File: config.mk
export PLATFORM = sky130hd
export DESIGN_NAME = mshr_miss_scheduler
export DESIGN_NICKNAME = d
export VERILOG_FILES = /design/src/rtl/mshr_pkg.sv /design/src/rtl/rr_arbiter.sv /design/src/rtl/mshr_miss_scheduler.sv
export SDC_FILE = /design/constraint.sdc
export NUM_CORES = 1
export LEC_CHECK = 0
export CAP_MARGIN = 20
export CORE_AREA = 2 2 447 449
export DETAILED_ROUTE_END_ITERATION = 12
export DIE_AREA = 0 0 449 451
export PLACE_DENSITY_LB_ADDON = 0.25
export SLEW_MARGIN = 20
export SYNTH_ARGS = -nofsm -noshare
export SYNTH_HDL_FRONTEND = slang
export SYNTH_SLANG_ARGS = --single-unit
File: constraint.sdc
create_clock -name clk -period 3.3 [get_ports clk]
set_input_delay 0.33 -clock clk [delete_from_list [all_inputs] [get_ports clk]]
set_output_delay 0.33 -clock clk [all_outputs]
set_load 0.05 [all_outputs]
File: src/rtl/mshr_pkg.sv
// Shared widths and retire-state encoding for the MSHR_2 miss scheduler.
package mshr_pkg;

    localparam int addr_bits     = 20;
    localparam int data_bits     = 90;
    localparam int mshr_tag_bits = 3;
    localparam int cpu_id_bits   = 2;
    localparam int num_cpus      = 1 << cpu_id_bits;

    typedef enum logic [1:0] {
        R_IDLE = 2'd0,
        R_GET  = 2'd1,
        R_RET  = 2'd2,
        R_DEL  = 2'd3
    } retire_state_e;

endpackage

File: src/rtl/rr_arbiter.sv
// Round-robin arbiter: grants the first requester at or above ptr, wrapping around.
module rr_arbiter
    import mshr_pkg::*;
(
    input  logic [num_cpus-1:0]    req,
    input  logic [cpu_id_bits-1:0] ptr,
    input  logic                   enable,
    output logic [num_cpus-1:0]    grant,
    output logic [cpu_id_bits-1:0] grant_idx
);

    logic                   found;
    logic [cpu_id_bits-1:0] idx;

    always_comb begin
        grant     = '0;
        grant_idx = '0;
        found     = 1'b0;
        idx       = '0;
        for (int i = 0; i < num_cpus; i++) begin
            // Index arithmetic wraps because num_cpus is a power of two.
            idx = ptr + cpu_id_bits'(i);
            if (enable && !found && req[idx]) begin
                found      = 1'b1;
                grant[idx] = 1'b1;
                grant_idx  = idx;
            end
        end
    end

endmodule

File: src/rtl/mshr_miss_scheduler.sv
// Sequences MSHR_2: arbitrates CPU misses into the add port, drains entries to memory,
// and retires memory responses with a get / CPU return / del sequence.
module mshr_miss_scheduler
    import mshr_pkg::*;
(
    input  logic                            clk,
    input  logic                            reset,
    input  logic                            enable,
    input  logic [num_cpus-1:0]             cpu_req_valid,
    output logic [num_cpus-1:0]             cpu_req_ready,
    input  logic [num_cpus*addr_bits-1:0]   cpu_req_addr,
    input  logic [num_cpus*data_bits-1:0]   cpu_req_data,
    input  logic [num_cpus-1:0]             cpu_req_rw,
    input  logic [num_cpus-1:0]             cpu_req_dirty,
    output logic                            mem_req_valid,
    input  logic                            mem_req_ready,
    output logic [addr_bits-1:0]            mem_req_addr,
    output logic [data_bits-1:0]            mem_req_data,
    output logic                            mem_req_rw,
    output logic                            mem_req_dirty,
    output logic [mshr_tag_bits-1:0]        mem_req_tag,
    input  logic                            mem_resp_valid,
    output logic                            mem_resp_ready,
    input  logic [mshr_tag_bits-1:0]        mem_resp_tag,
    input  logic [data_bits-1:0]            mem_resp_data,
    output logic                            cpu_resp_valid,
    input  logic                            cpu_resp_ready,
    output logic [cpu_id_bits-1:0]          cpu_resp_cpu_id,
    output logic [addr_bits-1:0]            cpu_resp_addr,
    output logic [data_bits-1:0]            cpu_resp_data,
    output logic                            cpu_resp_rw,
    output logic                            mshr_enable,
    output logic                            mshr_add,
    output logic [addr_bits-1:0]            mshr_add_addr,
    output logic [data_bits-1:0]            mshr_add_data,
    output logic                            mshr_add_rw,
    output logic                            mshr_add_dirty,
    output logic [cpu_id_bits-1:0]          mshr_add_cpu_id,
    output logic                            mshr_del,
    output logic [mshr_tag_bits-1:0]        mshr_del_tag,
    output logic                            mshr_read_next,
    output logic                            mshr_get,
    output logic [mshr_tag_bits-1:0]        mshr_get_tag,
    input  logic                            mshr_rn_valid,
    input  logic [addr_bits-1:0]            rn_addr,
    input  logic [data_bits-1:0]            rn_data,
    input  logic                            rn_rw,
    input  logic                            rn_dirty,
    input  logic [cpu_id_bits-1:0]          rn_cpu_id,
    input  logic [mshr_tag_bits-1:0]        rn_mshr_id,
    input  logic                            mshr_get_valid,
    input  logic [addr_bits-1:0]            get_addr,
    input  logic [data_bits-1:0]            get_data,
    input  logic                            get_rw,
    input  logic                            get_dirty,
    input  logic [cpu_id_bits-1:0]          get_cpu_id,
    input  logic                            mshr_empty,
    input  logic                            mshr_full
);

    logic                     run;
    logic [num_cpus-1:0]      grant;
    logic [cpu_id_bits-1:0]   grant_idx;
    logic                     any_grant;
    logic [cpu_id_bits-1:0]   rr_ptr_q, rr_ptr_d;
    retire_state_e            state_q, state_d;
    logic [mshr_tag_bits-1:0] tag_q, tag_d;
    logic [data_bits-1:0]     data_q, data_d;
    logic [cpu_id_bits-1:0]   cpu_id_q, cpu_id_d;
    logic [addr_bits-1:0]     addr_q, addr_d;
    logic                     rw_q, rw_d;
    logic                     err_bad_tag_q, err_bad_tag_d;
    logic                     unused_inputs;

    // Held reset forces every handshake output low, not just the registered ones.
    assign run = enable & reset;

    rr_arbiter u_rr_arbiter (
        .req       (cpu_req_valid),
        .ptr       (rr_ptr_q),
        .enable    (run & ~mshr_full),
        .grant     (grant),
        .grant_idx (grant_idx)
    );

    assign any_grant       = |grant;
    assign cpu_req_ready   = grant;
    assign mshr_enable     = enable;
    assign mshr_add        = any_grant;
    assign mshr_add_addr   = cpu_req_addr[int'(grant_idx) * addr_bits +: addr_bits];
    assign mshr_add_data   = cpu_req_data[int'(grant_idx) * data_bits +: data_bits];
    assign mshr_add_rw     = cpu_req_rw[grant_idx];
    assign mshr_add_dirty  = cpu_req_dirty[grant_idx];
    assign mshr_add_cpu_id = grant_idx;
    assign rr_ptr_d        = any_grant ? grant_idx + cpu_id_bits'(1) : rr_ptr_q;

    assign mem_req_valid  = run & mshr_rn_valid & ~mshr_empty;
    assign mem_req_addr   = rn_addr;
    assign mem_req_data   = rn_data;
    assign mem_req_rw     = rn_rw;
    assign mem_req_dirty  = rn_dirty;
    assign mem_req_tag    = rn_mshr_id;
    assign mshr_read_next = mem_req_valid & mem_req_ready;

    assign mshr_get_tag    = tag_q;
    assign mshr_del_tag    = tag_q;
    assign cpu_resp_cpu_id = cpu_id_q;
    assign cpu_resp_addr   = addr_q;
    assign cpu_resp_data   = data_q;
    assign cpu_resp_rw     = rw_q;

    assign unused_inputs = ^{rn_cpu_id, get_data, get_dirty};

    always_comb begin
        state_d        = state_q;
        tag_d          = tag_q;
        data_d         = data_q;
        cpu_id_d       = cpu_id_q;
        addr_d         = addr_q;
        rw_d           = rw_q;
        err_bad_tag_d  = err_bad_tag_q;
        mem_resp_ready = 1'b0;
        mshr_get       = 1'b0;
        mshr_del       = 1'b0;
        cpu_resp_valid = 1'b0;
        unique case (state_q)
            R_IDLE: begin
                mem_resp_ready = run;
                if (run && mem_resp_valid) begin
                    tag_d   = mem_resp_tag;
                    data_d  = mem_resp_data;
                    state_d = R_GET;
                end
            end
            R_GET: begin
                mshr_get = run;
                if (run) begin
                    if (mshr_get_valid) begin
                        cpu_id_d = get_cpu_id;
                        addr_d   = get_addr;
                        rw_d     = get_rw;
                        state_d  = R_RET;
                    end else begin
                        // Response for an entry MSHR_2 does not hold: drop it, never del.
                        err_bad_tag_d = 1'b1;
                        state_d       = R_IDLE;
                    end
                end
            end
            R_RET: begin
                cpu_resp_valid = 1'b1;
                if (run && cpu_resp_ready) state_d = R_DEL;
            end
            R_DEL: begin
                mshr_del = run;
                if (run) state_d = R_IDLE;
            end
            default: state_d = R_IDLE;
        endcase
    end

    always_ff @(posedge clk) begin
        if (!reset) begin
            rr_ptr_q      <= '0;
            state_q       <= R_IDLE;
            tag_q         <= '0;
            data_q        <= '0;
            cpu_id_q      <= '0;
            addr_q        <= '0;
            rw_q          <= 1'b0;
            err_bad_tag_q <= 1'b0;
        end else begin
            rr_ptr_q      <= rr_ptr_d;
            state_q       <= state_d;
            tag_q         <= tag_d;
            data_q        <= data_d;
            cpu_id_q      <= cpu_id_d;
            addr_q        <= addr_d;
            rw_q          <= rw_d;
            err_bad_tag_q <= err_bad_tag_d;
        end
    end

endmodule

==> results of run 1 <==
routing by layer:
layer / wire, um / vias to the layer above / GRT usage
met4: 1180 / 12 / 0.0172
li1: - / 5339 / -
met3: 9110 / 85 / 0.0428
met5: 247 / - / 0.00616
met1: 34600 / 5431 / 0.0947
met2: 53800 / 369 / 0.171
power by group through the flow:
stage	sequential [mW]	combinational (mW)	clock [mW]
after floorplan	1.69	2.12	0
after global placement	1.55	4.32	0
after detailed placement	1.55	4.31	0
after CTS	1.52	4.74	2.24
after global routing	1.53	5.22	2.29
final	1.52	4.98	2.10
worst min-delay path: cells and delay by family:
family	cells	cell delay [ns]
buf+inv	1	0.39
simple gates	1	0.05
compound gates	1	0.06
area by class of cell:
class	count	area share
clock inverters	9	0.00510
clock buffers	23	0.0181
diodes	1	0.0000928
inverters	5	0.000696
repair buffers	1011	0.443
well taps	2656	0.123
multi-input cells	772	0.321
flip-flops and latches	120	0.0891
cells by family after synthesis:
group / Yosys count / synth area share
compound gates: 138 / 0.106
buf+inv: 207 / 0.147
fa+ha+maj: 8 / 0.0105
flops: 120 / 0.251
xor+xnor: 1 / 0.000916
simple gates: 277 / 0.115
mux: 348 / 0.370
per-stage QoR:
stage	total power, mW	instances	hold slack (ns)	worst slack, ns
after floorplan	3.81	1099	0.475	-0.328
after global placement	5.87	4512	0.453	-1.00
after detailed placement	5.86	4512	0.459	-0.755
after CTS	8.51	4568	0.320	-0.534
after global routing	9.03	4596	0.374	-0.607
final	8.60	4597	0.391	-0.424
registers in the layout (all words and copies together), names as in the netlist, named ones only:
| name | count |
|---|---|
| rr_ptr_q | 2 |
| cpu_resp_cpu_id | 2 |
| cpu_resp_data | 90 |
| cpu_resp_addr | 20 |
| mshr_del_tag | 3 |
| state_q | 1 |
| cpu_resp_rw | 1 |
timing repair:
action                                  CTS  global route
hold endpoints to repair                  0             0
pin swaps                                 3             4
endpoints found under the setup margin  116           119
gates resized for setup                 236           213
cloned                                    7            11
setup buffers                            18            37
layout by cell type (no fill, tap or decap), types with 3 or more instances in the layout:
cell / n
buf_4: 89
clkbuf_16: 28
nand3_1: 3
mux2i_4: 202
mux2i_2: 72
a21oi_1: 3
bufinv_16: 3
nor2_1: 5
a22o_1: 3
and2_1: 3
clkbuf_8: 4
buf_6: 38
buf_16: 16
mux4_2: 3
dfxtp_1: 118
o21ai_0: 5
nand3b_1: 3
a21boi_0: 116
mux2i_1: 70
ha_1: 7
inv_1: 3
nand2_1: 248
buf_12: 153
clkdlybuf4s50_1: 698
buf_8: 6
worst paths after layout:
path	start	slack [ns]	cells after the start	to
min reg2reg	cpu_resp_data[45]	0.46	2	cpu_resp_data[45]
max	rr_ptr_q[0]	-0.42	11	mshr_add_data[3]
max reg2reg	rr_ptr_q[0]	0.48	11	rr_ptr_q[0]
min	get_addr[13]	0.39	3	cpu_resp_addr[13]
==> flow_summary.json, run 1 <==
{
  "outcome": "finished with violations",
  "violations": "setup timing",
  "final_util": 0.136,
  "power_frac_clock": 0.244,
  "cp.required_ns": 2.97,
  "crit_slowest_cell": "mux4_2",
  "dp.final_hpwl_mm": 85.6,
  "wl_per_cell_um": 21.5,
  "dieArea_um2": 202000,
  "synth-seq-cells": 120,
  "drv_cap": 0,
  "via_count": 11200,
  "via_per_inst": 2.44,
  "async_reset_ff_frac": 0,
  "grt_pass1_vias": 11600,
  "synthCells": 1099,
  "power.leakage_nw": 8.30,
  "ys.flop_type": "dfxtp_1",
  "yosysTopAreaCell": "mux2i_1",
  "syn_nets": 1893,
  "crit_family": "multiplexers",
  "drtIter0Drc": 320,
  "overflow": 0,
  "grt_pass1_wl_mm": 123,
  "clk_pin_slew_ns": 0.08,
  "p_int_mw": 5.35,
  "numCtsBuffers": 17,
  "io_pins": 1146,
  "yosysMostFrequentCell": "mux2i_1",
  "synth_edf_count": 0,
  "antenna_found_initial": 10,
  "cts_tree": "built",
  "seqPwrFrac": 0.177,
  "post-route-min-period_ns": 3.72,
  "ff_latch_area_um2": 2400,
  "synth_cell_types": 34,
  "fin_setup_tns_ns": -39.27,
  "hold_class": "in2reg",
  "nFillCells": 22400,
  "critical_path.max_fanout": 19,
  "worst_slack_ns": -0.424,
  "drc": 0,
  "cts_root_buf": "clkbuf_16",
  "period_share": 1.13,
  "multi_input_area_um2": 8650,
  "core_um2": 198000,
  "slew_headroom": 0.407,
  "end_kind": "output pin",
  "p_sw_mw": 3.25,
  "yosys_warnings": 0,
  "worstPathBufferInverterCount": 5,
  "setup_viol": 114,
  "synthToLayoutAreaGrowth_pct": 182,
  "comb_power_share": 0.578,
  "synth.avg_cell_area_um2": 8.70,
  "rsz0062_at_grt": "true",
  "insertion_delay_ns": 0.49,
  "p_per_area_nw_per_um2": 319,
  "ys_seq_area_frac": 0.251,
  "synthTopCellsByArea": "mux2i_1, dfxtp_1, buf_4",
  "num_rows": 164,
  "fin_area_um2": 27000,
  "dr.pass1.iters": 6,
  "track_usage": 0.0926,
  "cts-htree-levels": 4,
  "p_sw_frac": 0.378,
  "globalplace.congestion": 0.800,
  "placed_cell_area_um2": 23100,
  "tightest_slew_ns": 0.890,
  "peakVddDrop_mv": 0.396,
  "cts_buffer_depth": 2,
  "port_buffers": 822,
  "synth_top_area_frac": 0.360,
  "drive_gt1_frac": 0.329,
  "dieWidth_um": 449,
  "synth_area_um2": 9560,
  "synthTopCellsByCount": "mux2i_1, nand2_1, buf_4",
  "start_util": 0.0483,
  "die_h_um": 451,
  "nets": 2721,
  "cpPeakStageDelay_ns": 0.57,
  "clock_sinks": 120,
  "slew_viol_final": 0,
  "path_class": "reg2out",
  "holdBufCountCts": 0,
  "max_freq_ghz": 0.268,
  "worstPathCellList": "inv_2 -> ha_4 -> mux4_2 -> a2111oi_4 -> or3_4 -> buf_6 -> buf_16 -> mux2i_2 -> mux2i_4 -> buf_4 -> buf_12",
  "detail-route-antenna-nets": 0,
  "skew_ns": 0.0108,
  "worstSetupStartpointType": "flop",
  "hold_violations": 0,
  "grt_max_degree": 94,
  "critPathArrivalTime_ns": 3.39,
  "drt-total-wl_mm": 98.9
}
No activity file was read; power rests on OpenSTA's default activity.
==> inputs of run 2 (changes only) <==
- CORE_AREA: 2 2 447 449 -> 2 2 452 454
- CTS_BUF_LIST: not set -> sky130_fd_sc_hd__clkbuf_8
- DIE_AREA: 0 0 449 451 -> 0 0 454 456
==> run 2 against run 1 <==
- maximum frequency shrank 3.2%
- the flow still finishes with violations (setup timing)
- design area grew 2.8%
- routed wire length shrank 0.64%
- largest cell class unchanged
- clock power shrank 30%
- setup slack lost 0.12 ns
- via count grew 1.5%
==> flow_summary.json, run 2 (synthesis results as in run 1) <==
{
  "whs_endpoint": "cpu_resp_addr[7]",
  "hold_depth": 3,
  "violations": "setup timing",
  "p_sw_frac": 0.394,
  "core_um2": 202000,
  "skew_ns": 0.0141,
  "cts_root_buf": "clkbuf_8",
  "globalplace.congestion": 0.828,
  "antenna_found_initial": 7,
  "path_class": "reg2out",
  "nFillCells": 22600,
  "period_share": 1.17,
  "power.leakage_nw": 8.52,
  "dp.final_hpwl_mm": 83.1,
  "drt-total-wl_mm": 98.2,
  "io_pins": 1146,
  "p_sw_mw": 3.20,
  "slew_viol_final": 0,
  "rr_worst_depth": 11,
  "dieArea_um2": 207000,
  "grt_pass1_vias": 11900,
  "drv_cap": 0,
  "port_buffers": 822,
  "wl_per_cell_um": 21.1,
  "dieWidth_um": 454,
  "p_int_mw": 4.92,
  "numCtsBuffers": 17,
  "cp_common_cell": "buf_12",
  "most-common-layout-cells": "clkdlybuf4s50_1, nand2_1, mux2i_4, buf_12, dfxtp_1",
  "hold_ws_ns": 0.323,
  "placed_cell_area_um2": 23500,
  "seqPwrFrac": 0.187,
  "setup_viol": 115,
  "max_freq_ghz": 0.260,
  "cp.required_ns": 2.97,
  "grt_pass1_wl_mm": 124,
  "crit_slowest_cell": "mux4_2",
  "rrSetupSlack_ns": 0.43,
  "reg2reg_from": "rr_ptr_q[0]",
  "layout_commonest_cell": "clkdlybuf4s50_1",
  "worstSetupStartpointType": "flop",
  "drive_gt1_frac": 0.345,
  "drc": 0,
  "peakVddDrop_mv": 0.291,
  "overflow": 0,
  "cts-htree-levels": 4,
  "p_per_area_nw_per_um2": 293,
  "detail-route-antenna-nets": 0,
  "start_util": 0.0474,
  "clock_sinks": 120,
  "num_rows": 165,
  "grt_max_degree": 93,
  "insertion_delay_ns": 0.56,
  "cpPeakStageDelay_ns": 0.56,
  "clk_pin_slew_ns": 0.10,
  "hold_violations": 0,
  "cts_buffer_depth": 2,
  "cts_tree": "built",
  "hold_start": "get_addr[7]",
  "outcome": "finished with violations",
  "critPathArrivalTime_ns": 3.52,
  "comb_power_share": 0.633,
  "power_frac_clock": 0.180,
  "hold_class": "in2reg",
  "via_count": 11400,
  "drtIter0Drc": 410,
  "synthToLayoutAreaGrowth_pct": 190,
  "fin_area_um2": 27700,
  "end_kind": "output pin",
  "post-route-min-period_ns": 3.85,
  "tightest_slew_ns": 0.933,
  "r2r-end": "rr_ptr_q[0]",
  "rsz0062_at_grt": "true",
  "via_per_inst": 2.45,
  "track_usage": 0.0911,
  "critical_path.max_fanout": 6,
  "worst_slack_ns": -0.549,
  "largest_reg_flops": 90,
  "die_h_um": 456,
  "worstPathCellList": "inv_2 -> ha_4 -> mux4_2 -> buf_6 -> nor2b_4 -> o21ai_2 -> a21oi_4 -> buf_6 -> buf_12 -> buf_12 -> buf_12 -> mux2i_4 -> buf_6 -> buf_12",
  "nets": 2755,
  "fin_setup_tns_ns": -48.64,
  "dr.pass1.iters": 4,
  "slew_headroom": 0.378
}
==> run 2: cell count changes in the layout (fill, tap and decap cells not counted), sizes merged <==
| cell | before | now |
|---|---|---|
| bufinv | 3 | 2 |
| buf | 302 | 343 |
| diode | 1 | 3 |
| clkinv | 3 | 7 |
| clkbuf | 34 | 24 |
| clkinvlp | 1 | 3 |
| bufbuf | 0 | 1 |
| clkdlybuf4s50 | 698 | 695 |
==> run 2: how the worst max path moves through the flow <==
| stage | start | end | depth (start not counted) |
|---|---|---|---|
| finish | rr_ptr_q[0] | mshr_add_data[16] | 14 |
| global route | rr_ptr_q[0] | mshr_add_data[16] | 14 |
| CTS | rr_ptr_q[0] | mshr_add_data[16] | 14 |
| detailed placement | enable | mshr_add_data[12] | 13 |
| global placement | enable | mshr_add_data[71] | 13 |
| floorplan | rr_ptr_q[1] | mshr_add_addr[16] | 10 |
==> run 2: cell type report <==
| class | count | area (um2) | share of cell area |
|---|---|---|---|
| clock inverters | 14 | 150 | 0.00541 |
| clock buffers | 18 | 248 | 0.00893 |
| multi-input cells | 772 | 8880 | 0.320 |
| inverters | 5 | 18.8 | 0.000677 |
| flip-flops and latches | 120 | 2400 | 0.0867 |
| well taps | 2672 | 3340 | 0.121 |
| diodes | 3 | 7.51 | 0.000271 |
| repair buffers | 1045 | 12700 | 0.457 |
==> run 2: power groups by stage <==
stage	logic [mW]	clock network, mW	registers [mW]
after CTS	4.93	1.60	1.52
after global placement	4.31	0	1.55
final	5.14	1.46	1.52
after floorplan	2.12	0	1.69
after detailed placement	4.29	0	1.55
after global routing	5.39	1.63	1.53
==> run 2: timing repair <==
item	CTS	global route
hold buffers	0	0
pin swaps	5	5
gates resized for setup	314	225
setup endpoints to repair	119	119
gates cloned	17	6
setup buffers	32	39
==> run 2: critical path: cells and delay by family, from the launching register on <==
family | cells | cell delay (ns)
adders and majority gates | 1 | 0.29
DFF | 1 | 0.37
muxes | 2 | 0.85
buffers and inverters | 8 | 1.09
and+or+nand+nor | 1 | 0.10
AOI/OAI and AO/OA | 2 | 0.24
==> run 2: routing by layer <==
metal	vias to the layer above	global-route usage	part of all wire
li1	5432	-	-
met1	5493	0.0958	0.37
met2	401	0.167	0.53
met3	78	0.0395	0.095
met4	6	0.0158	0.011
met5	-	0.00653	0.00035
==> run 2: metrics by stage <==
step / power (mW) / setup WS, ns / cells / util
6_report: 8.12 / -0.549 / 4649 / 0.138
4_1_cts: 8.05 / -0.776 / 4618 / 0.130
3_5_place_dp: 5.84 / -0.736 / 4545 / 0.116
2_1_floorplan: 3.81 / -0.328 / 1099 / -
3_3_place_gp: 5.86 / -0.919 / 4545 / 0.116
5_1_grt: 8.54 / -0.719 / 4648 / 0.138
